<file path="config.mk">
export PLATFORM = sky130hd
export DESIGN_NAME = cordic_sweep_gen_flat
export DESIGN_NICKNAME = d
export VERILOG_FILES = /design/src/rtl/cordic_sweep_gen_if.sv /design/src/rtl/cordic_sweep_gen.sv /design/src/flat_wrapper.sv
export SDC_FILE = /design/constraint.sdc
export NUM_CORES = 1
export LEC_CHECK = 0
export CAP_MARGIN = 20
export CORE_UTILIZATION = 45
export CTS_CLUSTER_DIAMETER = 30
export CTS_CLUSTER_SIZE = 28
export DETAILED_ROUTE_END_ITERATION = 8
export PLACE_DENSITY_LB_ADDON = 0.08
export SLEW_MARGIN = 10
export SYNTH_ARGS = -nofsm -noshare
export SYNTH_HDL_FRONTEND = slang
export SYNTH_SLANG_ARGS = --single-unit
</file>
<file path="constraint.sdc">
create_clock -name i_clk -period 2.9 [get_ports i_clk]
set_input_delay 0.87 -clock i_clk [delete_from_list [all_inputs] [get_ports i_clk]]
set_output_delay 0.87 -clock i_clk [all_outputs]
set_load 0.005 [all_outputs]
</file>
<file path="src/rtl/cordic_sweep_gen_if.sv">
// Sweep generator bundle: config request, abort, theta stream to the CORDIC, and status.
// Latency: n/a (wires only).
// Backpressure: theta_valid/theta_ready handshake; cfg_valid/cfg_ready handshake.
// Ports (slave = generator side):
//   cfg_valid/cfg_ready, start_phase, phase_step, sample_count, repeat_mode -- sweep request
//   abort -- terminate active sweep
//   theta/theta_valid/theta_ready -- phase word stream to the CORDIC
//   busy, done, sent_count -- status
interface cordic_sweep_gen_if #(
  parameter int WIDTH = 16
);
  logic             cfg_valid;
  logic             cfg_ready;
  logic [WIDTH-1:0] start_phase;
  logic [WIDTH-1:0] phase_step;
  logic [WIDTH-1:0] sample_count;
  logic             repeat_mode;
  logic             abort;
  logic [WIDTH-1:0] theta;
  logic             theta_valid;
  logic             theta_ready;
  logic             busy;
  logic             done;
  logic [WIDTH-1:0] sent_count;

  modport slave (
    input  cfg_valid, start_phase, phase_step, sample_count, repeat_mode, abort, theta_ready,
    output cfg_ready, theta, theta_valid, busy, done, sent_count
  );

  modport master (
    output cfg_valid, start_phase, phase_step, sample_count, repeat_mode, abort, theta_ready,
    input  cfg_ready, theta, theta_valid, busy, done, sent_count
  );
endinterface

</file>
<file path="src/rtl/cordic_sweep_gen.sv">
// Phase sweep generator: emits sample_count theta words start_phase + k*phase_step to a CORDIC.
// Latency: first theta valid 1 cycle after cfg accept; one word per cycle while theta_ready is high.
// Backpressure: theta/theta_valid hold while theta_ready is low; cfg_ready only in IDLE.
// Ports: i_clk (clock), i_rst (synchronous active-high reset), s_if (cordic_sweep_gen_if.slave).
// Optional feature: define CORDIC_SWEEP_REPEAT_EN to enable continuous (repeat_mode) sweeps.
// Only WIDTH=16 is supported.
module cordic_sweep_gen #(
  parameter int WIDTH = 16
) (
  input  logic             i_clk,
  input  logic             i_rst,
  cordic_sweep_gen_if.slave s_if
);

  typedef enum logic [1:0] {
    ST_IDLE = 2'd0,
    ST_RUN  = 2'd1,
    ST_DONE = 2'd2
  } state_t;

  state_t           r_state;
  state_t           w_state_nxt;

  logic [WIDTH-1:0] r_theta;
  logic [WIDTH-1:0] r_sent;
  logic [WIDTH-1:0] r_start;
  logic [WIDTH-1:0] r_step;
  logic [WIDTH-1:0] r_count;

  logic             w_accept;
  logic             w_xfer;
  logic             w_last;
  logic             w_wrap;

`ifdef CORDIC_SWEEP_REPEAT_EN
  logic             r_repeat;
`else
  // repeat_mode is deliberately ignored in this build
  logic             w_unused_repeat;
  assign w_unused_repeat = s_if.repeat_mode;
`endif

  always_ff @(posedge i_clk) begin
    if (i_rst) begin
      r_state <= ST_IDLE;
    end else begin
      r_state <= w_state_nxt;
    end
  end

  always_comb begin
    w_state_nxt      = r_state;
    w_accept         = 1'b0;
    w_xfer           = 1'b0;
    w_last           = 1'b0;
    w_wrap           = 1'b0;
    s_if.cfg_ready   = 1'b0;
    s_if.theta_valid = 1'b0;
    s_if.busy        = 1'b0;
    s_if.done        = 1'b0;
    case (r_state)
      ST_IDLE: begin
        s_if.cfg_ready = 1'b1;
        if (s_if.cfg_valid) begin
          w_accept    = 1'b1;
          w_state_nxt = (s_if.sample_count == '0) ? ST_DONE : ST_RUN;
        end
      end
      ST_RUN: begin
        s_if.theta_valid = 1'b1;
        s_if.busy        = 1'b1;
        w_xfer           = s_if.theta_ready;
        // sent_count wraps mod 2^16, so compare the wrapped increment
        w_last           = w_xfer && (WIDTH'(r_sent + 1'b1) == r_count);
`ifdef CORDIC_SWEEP_REPEAT_EN
        w_wrap           = w_last && r_repeat;
`endif
        // abort wins over completion: no DONE, no done pulse
        if (s_if.abort) begin
          w_state_nxt = ST_IDLE;
        end else if (w_last && !w_wrap) begin
          w_state_nxt = ST_DONE;
        end
      end
      ST_DONE: begin
        s_if.busy   = 1'b1;
        s_if.done   = 1'b1;
        w_state_nxt = ST_IDLE;
      end
      default: begin
        w_state_nxt = ST_IDLE;
      end
    endcase
  end

  // Datapath: a transfer in an abort cycle still advances theta and sent_count
  always_ff @(posedge i_clk) begin
    if (i_rst) begin
      r_theta  <= '0;
      r_sent   <= '0;
      r_start  <= '0;
      r_step   <= '0;
      r_count  <= '0;
`ifdef CORDIC_SWEEP_REPEAT_EN
      r_repeat <= 1'b0;
`endif
    end else if (w_accept) begin
      r_theta  <= s_if.start_phase;
      r_sent   <= '0;
      r_start  <= s_if.start_phase;
      r_step   <= s_if.phase_step;
      r_count  <= s_if.sample_count;
`ifdef CORDIC_SWEEP_REPEAT_EN
      r_repeat <= s_if.repeat_mode;
`endif
    end else if (w_xfer) begin
      if (w_wrap) begin
        r_theta <= r_start;
        r_sent  <= '0;
      end else begin
        r_theta <= r_theta + r_step;
        r_sent  <= r_sent + 1'b1;
      end
    end
  end

  assign s_if.theta      = r_theta;
  assign s_if.sent_count = r_sent;

endmodule

</file>
<file path="src/flat_wrapper.sv">
// flat-port wrapper written by rule: the top's interface ports become plain ports
module cordic_sweep_gen_flat 
#(
  parameter int WIDTH = 16
)
  (i_clk, i_rst, s_if_cfg_valid, s_if_start_phase, s_if_phase_step, s_if_sample_count, s_if_repeat_mode, s_if_abort, s_if_theta_ready, s_if_cfg_ready, s_if_theta, s_if_theta_valid, s_if_busy, s_if_done, s_if_sent_count);
  cordic_sweep_gen_if #(.WIDTH(WIDTH)) s_if_i ();
  input  logic i_clk;
  input  logic i_rst;
  input wire logic [$bits(s_if_i.cfg_valid)-1:0] s_if_cfg_valid;
  input wire logic [$bits(s_if_i.start_phase)-1:0] s_if_start_phase;
  input wire logic [$bits(s_if_i.phase_step)-1:0] s_if_phase_step;
  input wire logic [$bits(s_if_i.sample_count)-1:0] s_if_sample_count;
  input wire logic [$bits(s_if_i.repeat_mode)-1:0] s_if_repeat_mode;
  input wire logic [$bits(s_if_i.abort)-1:0] s_if_abort;
  input wire logic [$bits(s_if_i.theta_ready)-1:0] s_if_theta_ready;
  output wire logic [$bits(s_if_i.cfg_ready)-1:0] s_if_cfg_ready;
  output wire logic [$bits(s_if_i.theta)-1:0] s_if_theta;
  output wire logic [$bits(s_if_i.theta_valid)-1:0] s_if_theta_valid;
  output wire logic [$bits(s_if_i.busy)-1:0] s_if_busy;
  output wire logic [$bits(s_if_i.done)-1:0] s_if_done;
  output wire logic [$bits(s_if_i.sent_count)-1:0] s_if_sent_count;
  assign s_if_i.cfg_valid = s_if_cfg_valid;
  assign s_if_i.start_phase = s_if_start_phase;
  assign s_if_i.phase_step = s_if_phase_step;
  assign s_if_i.sample_count = s_if_sample_count;
  assign s_if_i.repeat_mode = s_if_repeat_mode;
  assign s_if_i.abort = s_if_abort;
  assign s_if_i.theta_ready = s_if_theta_ready;
  assign s_if_cfg_ready = s_if_i.cfg_ready;
  assign s_if_theta = s_if_i.theta;
  assign s_if_theta_valid = s_if_i.theta_valid;
  assign s_if_busy = s_if_i.busy;
  assign s_if_done = s_if_i.done;
  assign s_if_sent_count = s_if_i.sent_count;
  cordic_sweep_gen #(.WIDTH(WIDTH)) u_core (.i_clk(i_clk), .i_rst(i_rst), .s_if(s_if_i));
endmodule
</file>
-- Yosys cells after proc, flatten, opt, wreduce, memory -nomap -nowiden
Cells that the tools add are included.
- output and inout bits: 36
- register bits after elaboration: 66
- bits of input ports: 54
- logic and storage cells: 33
- $add $sub $neg: 2
- equality and inequality tests: 5
- multiplexer cells: 14
- reductions and logical operators: 7
- operator list (kind ; number):
    $mux 16 ; 2
    $add 16x1->16 const B ; 1
    $add 16x16->16 ; 1
    $eq 16x16->1 ; 1
    $logic_not 16->1 ; 1
    $mux 2 ; 4
    $mux 1 ; 7
    $pmux 2 s2 ; 1
    $reduce_or 2->1 ; 2
    $ne 3x2->1 const B ; 1
    $eq 2x1->1 const B ; 1
    $eq 2x2->1 const B ; 1
    $logic_not 2->1 ; 1
    $ne 2x2->1 const B ; 1
    $reduce_and 2->1 ; 1
    $reduce_bool 2->1 ; 1
    $logic_and 1x1->1 ; 1

-- Longest topological paths before layout
Gate-level depths: netlist (run 1).
- depth in word-level cells: 6
- gate-level depth with buffers: 10
- depth with buffers taken out: 10

-- Worst setup path after synthesis (run 1)
Ideal clock, no wire load.
- path type: register to register
- start point: register u_core.r_theta[0] (netlist: u_core.s_if.theta[0])
- end point: register u_core.r_theta[12] (netlist: u_core.s_if.theta[12])
- data arrival time: 2.195 ns
- path slack: 0.635 ns
- required time: 2.830 ns
- clock period less this slack: 2.265 ns
- stages on the path, launching flop included: 11
- path buffers: 0
- library setup time: 0.070 ns
- path through: dfxtp_1 -> ha_1 -> inv_1 -> fa_1 -> nor2b_1 -> o31a_1 -> o211ai_1 -> nand2_1 -> a21oi_1 -> or4b_1 -> a21oi_1
- longest elaborated chain between the ends: 3
- RTL lines (element ; RTL line ; RTL):
    start: declaration ; cordic_sweep_gen.sv:24 ; logic [WIDTH-1:0] r_theta;
    start signal: assignment ; cordic_sweep_gen.sv:108 ; r_theta <= s_if.start_phase;
    start signal: assignment ; cordic_sweep_gen.sv:118 ; r_theta <= r_start;
    start signal: assignment ; cordic_sweep_gen.sv:121 ; r_theta <= r_theta + r_step;
    $add 16x16->16 ; cordic_sweep_gen.sv:121 ;
    $mux 16 ; cordic_sweep_gen.sv:116 ; end else if (w_xfer) begin
    $mux 16 ; cordic_sweep_gen.sv:107 ; end else if (w_accept) begin
No other way between the ends. The select of a mux whose other input is x is not followed.
A chain may end at the register's enable or synchronous reset.

-- Final worst setup path (run 1)
- start point: register u_core.r_sent[0] (netlist: u_core.s_if.sent_count[0])
- end point: register u_core.r_state[0]
- longest elaborated chain between the ends: 5
- RTL lines (element ; RTL line ; RTL):
    start: declaration ; cordic_sweep_gen.sv:25 ; logic [WIDTH-1:0] r_sent;
    start signal: assignment ; cordic_sweep_gen.sv:122 ; r_sent <= r_sent + 1'b1;
    $add 16x1->16 ; cordic_sweep_gen.sv:74 ; w_last = w_xfer && (WIDTH'(r_sent + 1'b1) == r_count);
    $eq 16x16->1 ; cordic_sweep_gen.sv:74 ;
    $logic_and 1x1->1 ; cordic_sweep_gen.sv:74 ;
    $ne 3x2->1 (no source line) ; - ;
    $reduce_and 2->1 (no source line) ; - ;
    end signal: assignment ; cordic_sweep_gen.sv:47 ; r_state <= w_state_nxt;
    end: declaration ; cordic_sweep_gen.sv:21 ; state_t r_state;
No other way between the ends.

==> impl_metrics.env, run 1 <==
export IMPL_start_kind="flip-flop"
export IMPL_drive_gt1_share_pct=6.26
export IMPL_crit_buf_inv=0
export IMPL_grt_pass1_vias=3770
export IMPL_top_layer="met4"
export IMPL_required_ns=3.12
export IMPL_drc=0
export IMPL_synth_edf_count=0
export IMPL_layout_cells_non_filler=696
export IMPL_vias_per_cell=5.54
export IMPL_io_buffers=88
export IMPL_design_core_area_um2=8380
export IMPL_cp_depth=8
export IMPL_clockBufferDepth=2
export IMPL_synth_cell_type_count=55
export IMPL_die_x_um=95.8
export IMPL_crit_path_max_fanout=8
export IMPL_dominantRegCellSynth="dfxtp_1"
export IMPL_syn_area_um2=3960
export IMPL_maxSlewViolCount=0
export IMPL_arrival_ns=2.82
export IMPL_clock_skew_final_ns=0.00960
export IMPL_cts_made_buffers=9
export IMPL_antenna_found_initial=0
export IMPL_ys_warn_count=0
export IMPL_n_antenna_cell=0
export IMPL_worst_pin_slew_ns=0.577
export IMPL_synth_seq_cells=66
export IMPL_grt_ovfl_total=0
export IMPL_wl_met3_um=447
export IMPL_power_leakage_uw=0.00194
export IMPL_fin_crit_sh_pct=89.9
export IMPL_endpoint_kind="flip-flop"
export IMPL_detail_route_antenna_nets=0
export IMPL_area_growth_pct=29.6
export IMPL_rr_worst_depth=8
export IMPL_synth_top_cell_area_share_pct=33.4
export IMPL_post_route_util_pct=61.2
export IMPL_dieArea_um2=9170
export IMPL_io_pins=90
export IMPL_dpl_hpwl_um=7500
export IMPL_synth_avg_cell_area_um2=7.79
export IMPL_cts_setup_buffers=0
export IMPL_most_common_layout_cells="101 x nand2_1, 88 x clkdlybuf4s50_1, 66 x dfxtp_1"
export IMPL_grtUsageTotal_pct=23.4
export IMPL_first_pass_iters=4
export IMPL_power_total_uw=2410
export IMPL_slowest_delay_ns=0.56
export IMPL_hold_viol=0
export IMPL_fp_dieH_um=95.8
export IMPL_dr_first_iter_drc_count=118
export IMPL_crit_type="reg -> reg"
export IMPL_status="finished clean"
export IMPL_cp_slowest_cell="dfxtp_1"
export IMPL_path_cells="ha_1 -> nand4_2 -> nor2_2 -> xor2_1 -> nand3_1 -> a2111oi_4 -> a21o_1 -> nand3_1"
export IMPL_cts_tree="built"
export IMPL_cap_violations=0
export IMPL_synthCells=508
export IMPL_setup_violations=0
export IMPL_dr_wl_met2_um=4910
export IMPL_power_density_nw_per_um2=469
export IMPL_relSlewSlack_pct=61.4
export IMPL_yosys_top_cells_area="dfxtp_1 33%, nand2_1 9.6%, a21oi_1 7.3%"
export IMPL_insertion_delay_ns=0.34
export IMPL_gp_congestion=0.899
export IMPL_cts_root_buf="clkbuf_8"
export IMPL_num_vias=3858
export IMPL_wl_um=10100
export IMPL_yosysTopAreaCell="dfxtp_1"
export IMPL_fin_setup_tns_ns=0
export IMPL_place_area_um2=4950
export IMPL_crit_path_frequent_cell="nand3_1"
export IMPL_cpLargestDelayFamily="simple AND/OR/NAND/NOR gates"
export IMPL_hold_class="reg -> reg"
export IMPL_cts_hold_buffers_added=0
export IMPL_final_area_um2=5130
export IMPL_yosysSeqAreaShare_pct=33.4
export IMPL_synth_nets=582
export IMPL_clkSinkCount=66
export IMPL_nNetsFinal=660
export IMPL_dp_cells=680
export IMPL_finalCriticalPeriod_ns=2.61
export IMPL_min_path_cells=2
export IMPL_grt_pass1_wl_um=16800
export IMPL_wl_per_cell_um=14.5
export IMPL_fmaxAchievable_mhz=384
export IMPL_rsz0062_at_grt="false"
export IMPL_final_common_cell="nand2_1"
export IMPL_cts_resized=0
export IMPL_rows=33
export IMPL_vdd_drop_max_v=0.000253
export IMPL_start_util_pct=47.2
export IMPL_met1_length_um=4540
export IMPL_async_reset_ff_share_pct=0
export IMPL_cts_clk_slew_worst_paths_ns=0.07
export IMPL_htreeDepth=3
export IMPL_grt_max_degree=27
## tightest hold or removal path, cell delays in order (launching register included)
cell,delay (ns)
dfxtp_1,0.31
nand2_1,0.05
a21oi_1,0.05
## registers in the layout, summed over array words and instances, names as in the netlist
name,count
u_core.s_if.sent_count,16
u_core.r_state,2
u_core.r_step,16
u_core.r_count,16
u_core.s_if.theta,16
## worst paths after layout
check	start	to	slack, ns
worst max-delay path	u_core.s_if.sent_count[0]$_SDFFE_PP0P_	u_core.r_state[0]$_SDFFE_PP0P_	0.29
worst min-delay path	u_core.r_step[10]$_SDFFE_PP0P_	u_core.r_step[10]$_SDFFE_PP0P_	0.46
worst max register to register	u_core.s_if.sent_count[0]$_SDFFE_PP0P_	u_core.r_state[0]$_SDFFE_PP0P_	0.29
worst min register to register	u_core.r_step[10]$_SDFFE_PP0P_	u_core.r_step[10]$_SDFFE_PP0P_	0.46
## where the power goes
part	total (uW)	internal, uW	leakage, uW	switching [uW]
logic	655	328	0.00131	326
registers	1040	980	0.000541	59.7
clock network	711	356	0.0000924	355
## kinds of logic (layout without fill, tap and decap cells)
logic type	Yosys count	in the layout	synth area share, %
simple gates	210	210	25.5
buf+inv	43	126	4.43
xor+xnor	45	45	9.96
mux	1	1	0.253
fa+ha+maj	20	20	6.51
compound gates	123	123	20.0
flops	66	66	33.4
## layout make-up
cell class / count / area [um^2]
clock buffer: 12 / 155
fill: 778 / 3250
tap: 105 / 131
multi-input combinational: 399 / 2460
sequential: 66 / 1320
timing repair buffer: 100 / 996
inverter: 10 / 37.5
clock inverter: 4 / 26.3
## synthesized netlist by cell type, types with 2 or more instances
master	number
a211oi_1	3
a21o_1	3
a21oi_1	58
a311oi_1	6
a31oi_1	10
and2_1	3
and3_1	3
and4_1	6
buf_2	5
buf_4	2
clkbuf_1	25
dfxtp_1	66
ha_1	19
inv_1	10
nand2_1	101
nand2b_1	4
nand3_1	14
nand4_1	9
nand4_2	2
nor2_1	30
nor2b_1	6
nor3_1	13
nor4_1	7
o2111ai_1	3
o211a_1	3
o211ai_1	4
o21a_1	4
o21ai_0	14
o31ai_1	2
o31ai_2	2
or3_1	4
xnor2_1	23
xor2_1	22
## routing by layer
metal | global-route usage [%] | vias up
met4 | 8.33 | 0
met5 | 0 | -
met3 | 5.45 | 22
li1 | - | 1949
met1 | 27.8 | 1791
met2 | 41.2 | 96
## through the flow
step	hold slack, ns	worst slack [ns]
CTS	0.465	0.280
floorplan	0.440	0.635
global route	0.482	0.0948
global placement	0.450	0.330
finish	0.460	0.294
detailed placement	0.455	0.302
(Power assumes the default switching activity.)
==> run 2: changes to the inputs <==
--- a/config.mk
+++ b/config.mk
@@ -11,6 +11,7 @@
 export CTS_CLUSTER_SIZE = 28
 export DETAILED_ROUTE_END_ITERATION = 8
 export PLACE_DENSITY_LB_ADDON = 0.08
+export SKIP_LAST_GASP = 1
 export SLEW_MARGIN = 10
 export SYNTH_ARGS = -nofsm -noshare
 export SYNTH_HDL_FRONTEND = slang
==> results of run 2 <==
No change in the layout: final DEF, timing and power equal those of run 1.
